File: config.mk
export PLATFORM = sky130hd
export DESIGN_NAME = mem_arbiter
export DESIGN_NICKNAME = d
export VERILOG_FILES = /design/src/rtl/mem_arbiter.sv
export SDC_FILE = /design/constraint.sdc
export NUM_CORES = 1
export LEC_CHECK = 0
export ABC_AREA = 1
export CORE_AREA = 2 2 107 109
export DETAILED_ROUTE_END_ITERATION = 8
export DIE_AREA = 0 0 109 111
export GPL_TIMING_DRIVEN = 1
export PLACE_DENSITY = 0.92
export SLEW_MARGIN = 20
export SYNTH_ARGS = -nofsm -noshare
export SYNTH_HDL_FRONTEND = slang
export SYNTH_SLANG_ARGS = --single-unit
File: constraint.sdc
create_clock -name clk -period 2.38 [get_ports clk]
set_input_delay 0.238 -clock clk [delete_from_list [all_inputs] [get_ports clk]]
set_output_delay 0.238 -clock clk [all_outputs]
set_load 0.05 [all_outputs]
File: src/rtl/mem_arbiter.sv
// Two-port (fetch/data) arbiter onto one shared memory port, one transaction outstanding.
// Latency: accept N, m_req_valid N+1, response >= N+2; backpressure: holds request until m_req_ready, ports stall outside IDLE.
module mem_arbiter #(
    parameter int ADDR_W     = 32,
    parameter int DATA_W     = 32,
    parameter int STARVE_MAX = 4
) (
    input  logic                clk,
    input  logic                reset,

    input  logic                i_req_valid,
    input  logic [ADDR_W-1:0]   i_req_addr,
    output logic                i_req_ready,
    output logic                i_resp_valid,
    output logic [DATA_W-1:0]   i_resp_data,

    input  logic                d_req_valid,
    input  logic [ADDR_W-1:0]   d_req_addr,
    input  logic                d_req_wen,
    input  logic [DATA_W-1:0]   d_req_wdata,
    input  logic [DATA_W/8-1:0] d_req_wstrb,
    output logic                d_req_ready,
    output logic                d_resp_valid,
    output logic [DATA_W-1:0]   d_resp_data,

    output logic                m_req_valid,
    output logic [ADDR_W-1:0]   m_req_addr,
    output logic [DATA_W-1:0]   m_req_wdata,
    output logic                m_req_wen,
    output logic [DATA_W/8-1:0] m_req_wstrb,
    input  logic                m_req_ready,
    input  logic                m_resp_valid,
    input  logic [DATA_W-1:0]   m_resp_data,

    output logic                err
);

    localparam int STRB_W = DATA_W / 8;
    localparam logic [3:0] STARVE_LIM = 4'(STARVE_MAX);

    typedef enum logic [1:0] {
        IDLE,
        ISSUE,
        WAIT
    } state_t;

    typedef struct packed {
        logic [ADDR_W-1:0] addr;
        logic [DATA_W-1:0] wdata;
        logic              wen;
        logic [STRB_W-1:0] wstrb;
    } req_t;

    state_t     state_q, state_d;
    req_t       req_q, req_d;
    logic       owner_i_q, owner_i_d;
    logic [3:0] starve_q, starve_d;
    logic       err_q, err_d;

    logic       grant_i, grant_d;
    logic       i_rdy_int, d_rdy_int;
    logic       i_resp_int, d_resp_int;
    logic       m_vld_int;

    // Fetch wins only when alone or once it has waited out STARVE_MAX data wins.
    always_comb begin
        grant_i = i_req_valid && (!d_req_valid || (starve_q == STARVE_LIM));
        grant_d = d_req_valid && !grant_i;
    end

    always_comb begin
        state_d    = state_q;
        req_d      = req_q;
        owner_i_d  = owner_i_q;
        starve_d   = starve_q;
        err_d      = err_q;
        i_rdy_int  = 1'b0;
        d_rdy_int  = 1'b0;
        i_resp_int = 1'b0;
        d_resp_int = 1'b0;
        m_vld_int  = 1'b0;

        case (state_q)
            IDLE: begin
                if (m_resp_valid) begin
                    err_d = 1'b1;
                end

                if (!i_req_valid || grant_i) begin
                    starve_d = 4'd0;
                end else if (grant_d && (starve_q < STARVE_LIM)) begin
                    starve_d = starve_q + 4'd1;
                end

                if (grant_i) begin
                    i_rdy_int   = 1'b1;
                    req_d.addr  = i_req_addr;
                    req_d.wdata = '0;
                    req_d.wen   = 1'b0;
                    req_d.wstrb = '0;
                    owner_i_d   = 1'b1;
                    state_d     = ISSUE;
                end else if (grant_d) begin
                    d_rdy_int   = 1'b1;
                    req_d.addr  = d_req_addr;
                    req_d.wdata = d_req_wdata;
                    req_d.wen   = d_req_wen;
                    req_d.wstrb = d_req_wstrb;
                    owner_i_d   = 1'b0;
                    state_d     = ISSUE;
                end
            end

            ISSUE: begin
                m_vld_int = 1'b1;
                if (m_req_ready) begin
                    state_d = WAIT;
                    // A response cannot belong to a request only now being accepted.
                    if (m_resp_valid) begin
                        err_d = 1'b1;
                    end
                end
            end

            WAIT: begin
                if (m_resp_valid) begin
                    i_resp_int = owner_i_q;
                    d_resp_int = !owner_i_q;
                    state_d    = IDLE;
                end
            end

            default: begin
                state_d = IDLE;
            end
        endcase
    end

    always_ff @(posedge clk or negedge reset) begin
        if (!reset) begin
            state_q   <= IDLE;
            req_q     <= '0;
            owner_i_q <= 1'b1;
            starve_q  <= 4'd0;
            err_q     <= 1'b0;
        end else begin
            state_q   <= state_d;
            req_q     <= req_d;
            owner_i_q <= owner_i_d;
            starve_q  <= starve_d;
            err_q     <= err_d;
        end
    end

    // Ready/valid are masked by reset so a held request is not handshaken during reset.
    assign i_req_ready  = reset & i_rdy_int;
    assign d_req_ready  = reset & d_rdy_int;
    assign i_resp_valid = reset & i_resp_int;
    assign d_resp_valid = reset & d_resp_int;
    assign m_req_valid  = reset & m_vld_int;

    assign i_resp_data  = m_resp_data;
    assign d_resp_data  = m_resp_data;

    assign m_req_addr   = req_q.addr;
    assign m_req_wdata  = req_q.wdata;
    assign m_req_wen    = req_q.wen;
    assign m_req_wstrb  = req_q.wstrb;

    assign err          = err_q;

endmodule

==> reports/metrics.yaml <==
timing:
  setup_slack_ps: 435
  tightest_slew_ps: 559
  final_max_slew_viol_count: 0
  hold_viol: 0
  setup_viol: 0
  timing.final.crit_share_pct: 81.7
  relSlewSlack_pct: 62.4
  period_needed_ps: 1950
  skew_ps: 4.69
  maxClockFrequency_mhz: 514
  rsz0062_at_grt: "no"
  finalSetupTns_ps: 0
die:
  fp.dieW_um: 109
  coreArea_um2: 11100
  die_area_um2: 12100
  start_util_pct: 37.7
  die_y_um: 111
  pin_count: 278
  std_cell_rows: 39
worst_setup_path:
  end_kind: "output port"
  critical-path-slowest-cell: "dfrtp_1"
  r2r_setup_slack_ps: 750
  regToRegStartpoint: "starve_q[0]"
  cp_top_family: "simple AND/OR/NAND/NOR gates"
  reg2reg_to: "m_req_addr[1]"
  path_buf_inv: 2
  arrival_ps: 1710
  reg2reg_depth: 9
  critical_path_peak_fanout: 4
  path_class: "reg2out"
  critPathRequiredTime_ps: 2140
  critPathLaunchType: "register"
  slowest_delay_ps: 370
  crit_chain: "inv_1 -> ha_1 -> nand3_1 -> nand2_2 -> nand2_2 -> nand3_1 -> nor2_1 -> buf_12"
clock_tree:
  clk_path_buf_depth: 2
  cts_setup_buffers: 0
  cts_tree: "built"
  cts_htree_levels: 3
  clk_latency_ps: 320
  cts_root_buf: "clkbuf_16"
  ctsHoldBuffers: 1
  post_cts_resized: 0
  cts_buffers: 9
  numClockSinks: 77
  clkTransAtPathRegs_ps: 60
layout:
  final_area_um2: 6010
  antenna_cells: 0
  area_delta_synth_final_pct: 44.1
  nets: 802
  drive_gt1_share_pct: 5.41
synthesis:
  post-synth-top-count-cell: "nand2_1"
  syn_inst: 551
  synth.distinct_cells: 19
  synth_top_area_share_pct: 45.6
  synth.top_cells.by_count: "178 x nand2_1, 108 x nand3_1, 76 x dfrtp_1"
  synth-async-reset-ratio_pct: 100
  synth_warnings: 0
  syn-num-nets: 692
  yosysSeqAreaShare_pct: 46.2
  synth_edf_count: 0
  ys_seq_elements: 77
  synth.avg_cell_area_um2: 7.57
  netlist_area_um2: 4170
  synth_area_leader_cell: "dfrtp_1"
  synthFlopType: "dfrtp_1"
  netlist_top_cells_area: "dfrtp_1 46%, nand2_1 16%, nand3_1 13%, buf_4 12%, inv_1 6.7%"
detailed_routing:
  dr_wl_met3_um: 834
  drt_iter0_markers: 203
  drt-total-wl_mm: 10.8
  vias_per_cell: 4.58
  top_layer_used: "met4"
  wl_per_cell_um: 13.3
  drc: 0
  drt-pass1-iter-count: 4
  wl_met1_mm: 4.37
  ant_nets: 0
  vias: 3708
  wl_met2_mm: 5.27
hold_path:
  whs_path_depth: 3
  hold_class: "in2reg"
  holdPathEnd: "m_req_wdata[30]"
  min_from: "d_req_wdata[30]"
global_route:
  grt_pass1_vias: 3579
  grt_antenna_before_repair: 0
  gr-usage-all-layers_pct: 18.2
  grt_remaining_overflow: 0
  grt_pass1_wl_mm: 17.4
  grt_start_max_net_pins: 71
power_and_ir_drop:
  p_leak_nw: 3.06
  clkPwrFrac_pct: 16.9
  peakVddDrop_mv: 0.819
  p_sw_share_pct: 48.1
  power.total_w: 0.00845
  seq_power_share_pct: 26.6
  power.switching_w: 0.00406
  intPower_w: 0.00439
  power_density_nw_per_um2: 1410
  p_comb_share_pct: 56.5
run_status:
  status: "complete, no violations"
placement:
  place_ws_ps: 597
  port_buffers: 181
  gp_congestion: 0.808
  place_area_um2: 5690
  dp.final_hpwl_mm: 7.85
job:
  drv_cap: 0
[worst min-delay path, stage by stage]
cell and delay (ps):
clkdlybuf4s50_1 390, nand3_1 70, nand2_1 50
[sequential cells by signal, indices dropped and copies added, names as in the netlist]
name	flops
err	1
m_req_addr	32
m_req_wdata	32
m_req_wen	1
m_req_wstrb	4
owner_i_q	1
starve_q	4
state_q	2
[layer usage]
layer / track usage, % / vias up
li1: - / 1838
met1: 21.3 / 1689
met2: 30.6 / 154
met3: 5.11 / 27
met4: 8.38 / 0
met5: 0 / -
[power groups by stage]
stage               Sequential [W]  Clock, W  Combinational (W)
floorplan                  0.00413         0            0.00149
CTS                        0.00225   0.00147            0.00481
global placement           0.00224         0            0.00473
detailed placement         0.00226         0            0.00480
finish                     0.00225   0.00143            0.00477
global route               0.00232   0.00153            0.00508
[cell usage in the layout (no fill, tap or decap), drive strengths merged]
master,count
nand2,180
clkdlybuf4s50,175
nand3,108
dfrtp,76
inv,76
buf,15
clkbuf,10
nor2,6
o21ai,5
clkinvlp,3
nor4,2
a21oi,2
ha,2
bufinv,2
o21bai,1
clkinv,1
dlygate4sd3,1
dfstp,1
[metrics by stage]
stage	hold slack (ps)	instances	util, %
global route	473	809	54.3
detailed placement	341	792	51.3
global placement	336	792	51.3
finish	463	809	54.3
floorplan	-57.6	551	-
CTS	451	809	54.3
[worst max-delay path by stage]
stage                     depth (start not counted)      endpoint          from  slack [ps]
final                                             8   d_req_ready   starve_q[0]         430
after global routing                              8   d_req_ready   starve_q[0]         290
after CTS                                         5  d_resp_valid         reset         400
after detailed placement                          4  d_resp_valid  m_resp_valid         600
after global placement                            6   d_req_ready   d_req_valid         680
after floorplan                                   2  i_resp_valid     owner_i_q         100
[cells by family (layout without fill, tap and decap cells)]
family	Yosys count	after routing	share of synthesized area [%]
adders and majority gates	2	2	0.600
and+or+nand+nor	296	296	30.3
buffers and inverters	168	283	21.6
DFF	77	77	46.2
AOI/OAI and AO/OA	8	8	1.29
[cell type report]
| type | count | area (um^2) |
|---|---|---|
| clock buffer | 10 | 229 |
| inverter | 76 | 285 |
| tap | 143 | 179 |
| clock inverter | 6 | 87.6 |
| timing repair buffer | 191 | 1960 |
| sequential | 77 | 1930 |
| fill | 1002 | 5060 |
| multi-input combinational | 306 | 1340 |
(Power assumes the default switching activity.)
==> RTL change: new RTL, config.mk and constraints unchanged <==
The 3 states of `state_t` get a one-hot encoding in 3 bits.
--- a/src/rtl/mem_arbiter.sv
+++ b/src/rtl/mem_arbiter.sv
@@ -40,6 +40,6 @@
 
-    typedef enum logic [1:0] {
-        IDLE,
-        ISSUE,
-        WAIT
+    typedef enum logic [2:0] {
+        IDLE  = 3'b001,
+        ISSUE = 3'b010,
+        WAIT  = 3'b100
     } state_t;
Check against the original RTL: no difference found for any inputs over 4 cycles, from zero or initial values and one cycle with reset low; so few cycles prove little.
==> RTL change against the unedited design <==
The flow now finishes with violations (hold timing); area after synthesis increased by 2.0%; power fell by 0.55%; first-iteration DRC count is 29% higher; design area hardly changed; critical path depth is the same; global-route usage about the same; routed wire length is 0.47% lower; sequential cell count increased by 1; sequential share of layout area is 0.42 points higher; setup slack got worse by 0.25 ns; largest cell class is now flip-flops and latches; largest power group unchanged.
==> RTL change: results (changes against the unedited design) <==
Synthesis
  – Most used DFF post-synth: sky130_fd_sc_hd__dfrtp_1 (unchanged)
  – Synth top cells by count: sky130_fd_sc_hd__nand2_1, sky130_fd_sc_hd__nand3_1, sky130_fd_sc_hd__inv_1 (was sky130_fd_sc_hd__nand2_1, sky130_fd_sc_hd__nand3_1, sky130_fd_sc_hd__dfrtp_1)
  – Distinct cell type count of the synthesized netlist: 20 (was 19)
  – Post-Synthesis Net Count: 707 (was 692)
  – Synthesized instance count: 566 (was 551)
  – Number of warning messages in the yosys log: 0 (unchanged)
  – Complex-gate fraction of the synthesized area: 0.01029 (was 0.01289)
  – Adder-cell area share of the yosys netlist: 0.005881 (was 0.005997)
  – Proportion of synthesized flip-flops having asynchronous set or reset: 1.000 (unchanged)
  – Seq/Total Area, Yosys: 0.4593 (was 0.4621)
  – Synth area leaders: sky130_fd_sc_hd__dfrtp_1, sky130_fd_sc_hd__nand2_1, sky130_fd_sc_hd__nand3_1 (unchanged)

GRT
  – Initial antenna violation count: 0 (unchanged)
  – Global router's overall resource usage: 0.1825 (was 0.1823)
  – Maximum number of pins on one net before global-route repair: 79 (was 71)
  – Via count of the first global-routing pass: 3711 (was 3579)
  – Global-route wire length before repair: 17590 um (was 17390 um)

Finish
  – Number of cells in the finished layout apart from fillers: 822 (was 809)
  – Layout cell share with drive strength beyond 1: 0.05596 (was 0.05405)

Outcome
  – Run status: complete, but fails checks (was finished, final reports clean)
  – Failing checks: hold timing

Clock network
  – Maximum buffer depth of the clock tree: 2 (unchanged)
  – Clock latency on the worst-skew pair: 0.33 ns
  – Number of buffers created by CTS: 9 (unchanged)
  – Clock-pin slew on the worst setup and hold paths: 0.06 ns (about the same)
  – Number of gates resized after cts: 0 (unchanged)
  – Clock root buffer: sky130_fd_sc_hd__clkbuf_16 (unchanged)
  – Setup Fix Bufs, Post-CTS: 0 (unchanged)

Worst hold path
  – Worst min-delay path class: in2async (was in2reg)

Route
  – Wirelength per Cell: 13.02 um (was 13.29 um)
  – Number of iterations in the first detailed-routing pass: 4 (unchanged)
  – Drt first-iter violations: 262 (was 203)
  – Detail-routed via count per cell: 4.629 (was 4.583)

Timing
  – Number of max-slew violations in the final report: 0 (unchanged)
  – Smallest hold slack: -0.005209 ns (was 0.4627 ns)
  – Pin slew with the least headroom to its limit: 0.7310 ns (was 0.5594 ns)
  – Final-report hold violation count: 4 (was 0)
  – Layout Skew: 0.009597 ns (was 0.004694 ns)

Power
  – Static leakage: 3.110 nW (was 3.062 nW)
  – Worst VDD drop: 0.8308 mV (was 0.8188 mV)

Place
  – Placed Instances: 805 (was 792)
  – Post-Place Cell Area: 0.005699 sq mm (was 0.005687 sq mm)
  – Post-detailed-placement half-perimeter wirelength: 7578 um (was 7846 um)
  – Last weighted congestion value of the routability-driven placer: 0.8393 (was 0.8077)
  – Minimum setup slack after placement: 0.2234 ns (was 0.5974 ns)

Worst setup path
  – Critical path fanouts, max: 16 (was 4)
  – Data arrival at the endpoint of the critical path: 1.96 ns (was 1.71 ns)
## RTL change: logic make-up (layout without fill, tap and decap cells)
logic type               after synthesis  count (layout)
buffers and inverters                174             287
AO/OA/AOI/OAI                          6               6
adder cells (fa/ha/maj)                2               2
flip-flops                            78              78
AND/OR/NAND/NOR                      306             306
## RTL change: metal layers
layer,part of all wire,vias up,GRT usage,wire (um)
met5,0,-,0,0
met4,0.022,0,0.08034,231
met3,0.094,26,0.05409,1008
met2,0.47,170,0.2957,5033
met1,0.41,1721,0.2224,4431
li1,-,1888,-,-
## RTL change: layout make-up
cell class	count	area [sq um]
fill	1013	5061
sequential	78	1954
timing repair buffer	189	1897
multi-input combinational	314	1381
inverter	82	310.3
clock buffer	9	225.2
tap	143	178.9
clock inverter	7	68.82
## RTL change: critical path: stages, from the launching register on
cell	delay, ns
sky130_fd_sc_hd__dfrtp_1	0.37
sky130_fd_sc_hd__inv_1	0.07
sky130_fd_sc_hd__ha_1	0.19
sky130_fd_sc_hd__nand3_1	0.09
sky130_fd_sc_hd__nand2_1	0.08
sky130_fd_sc_hd__nand2_2	0.27
sky130_fd_sc_hd__nand3_1	0.13
sky130_fd_sc_hd__nor2_1	0.24
sky130_fd_sc_hd__buf_12	0.18
## RTL change: report_power, final
part	internal, mW	switching [mW]	total [mW]
combinational	1.53	3.26	4.79
clock	0.729	0.587	1.32
sequential	1.94	0.352	2.29
total	4.20	4.20	8.40
## RTL change: worst paths after layout
kind / to / slack (ns) / depth (start not counted)
setup / recovery: d_req_ready / 0.18 / 8
hold / removal: err / -0.005 / 2
setup reg to reg: m_req_addr[24] / 0.44 / 9
hold reg to reg: err / 0.46 / 1
max in group asynchronous: owner_i_q / 1.74 / 3
min in group clk: m_req_wdata[21] / 0.46 / 3
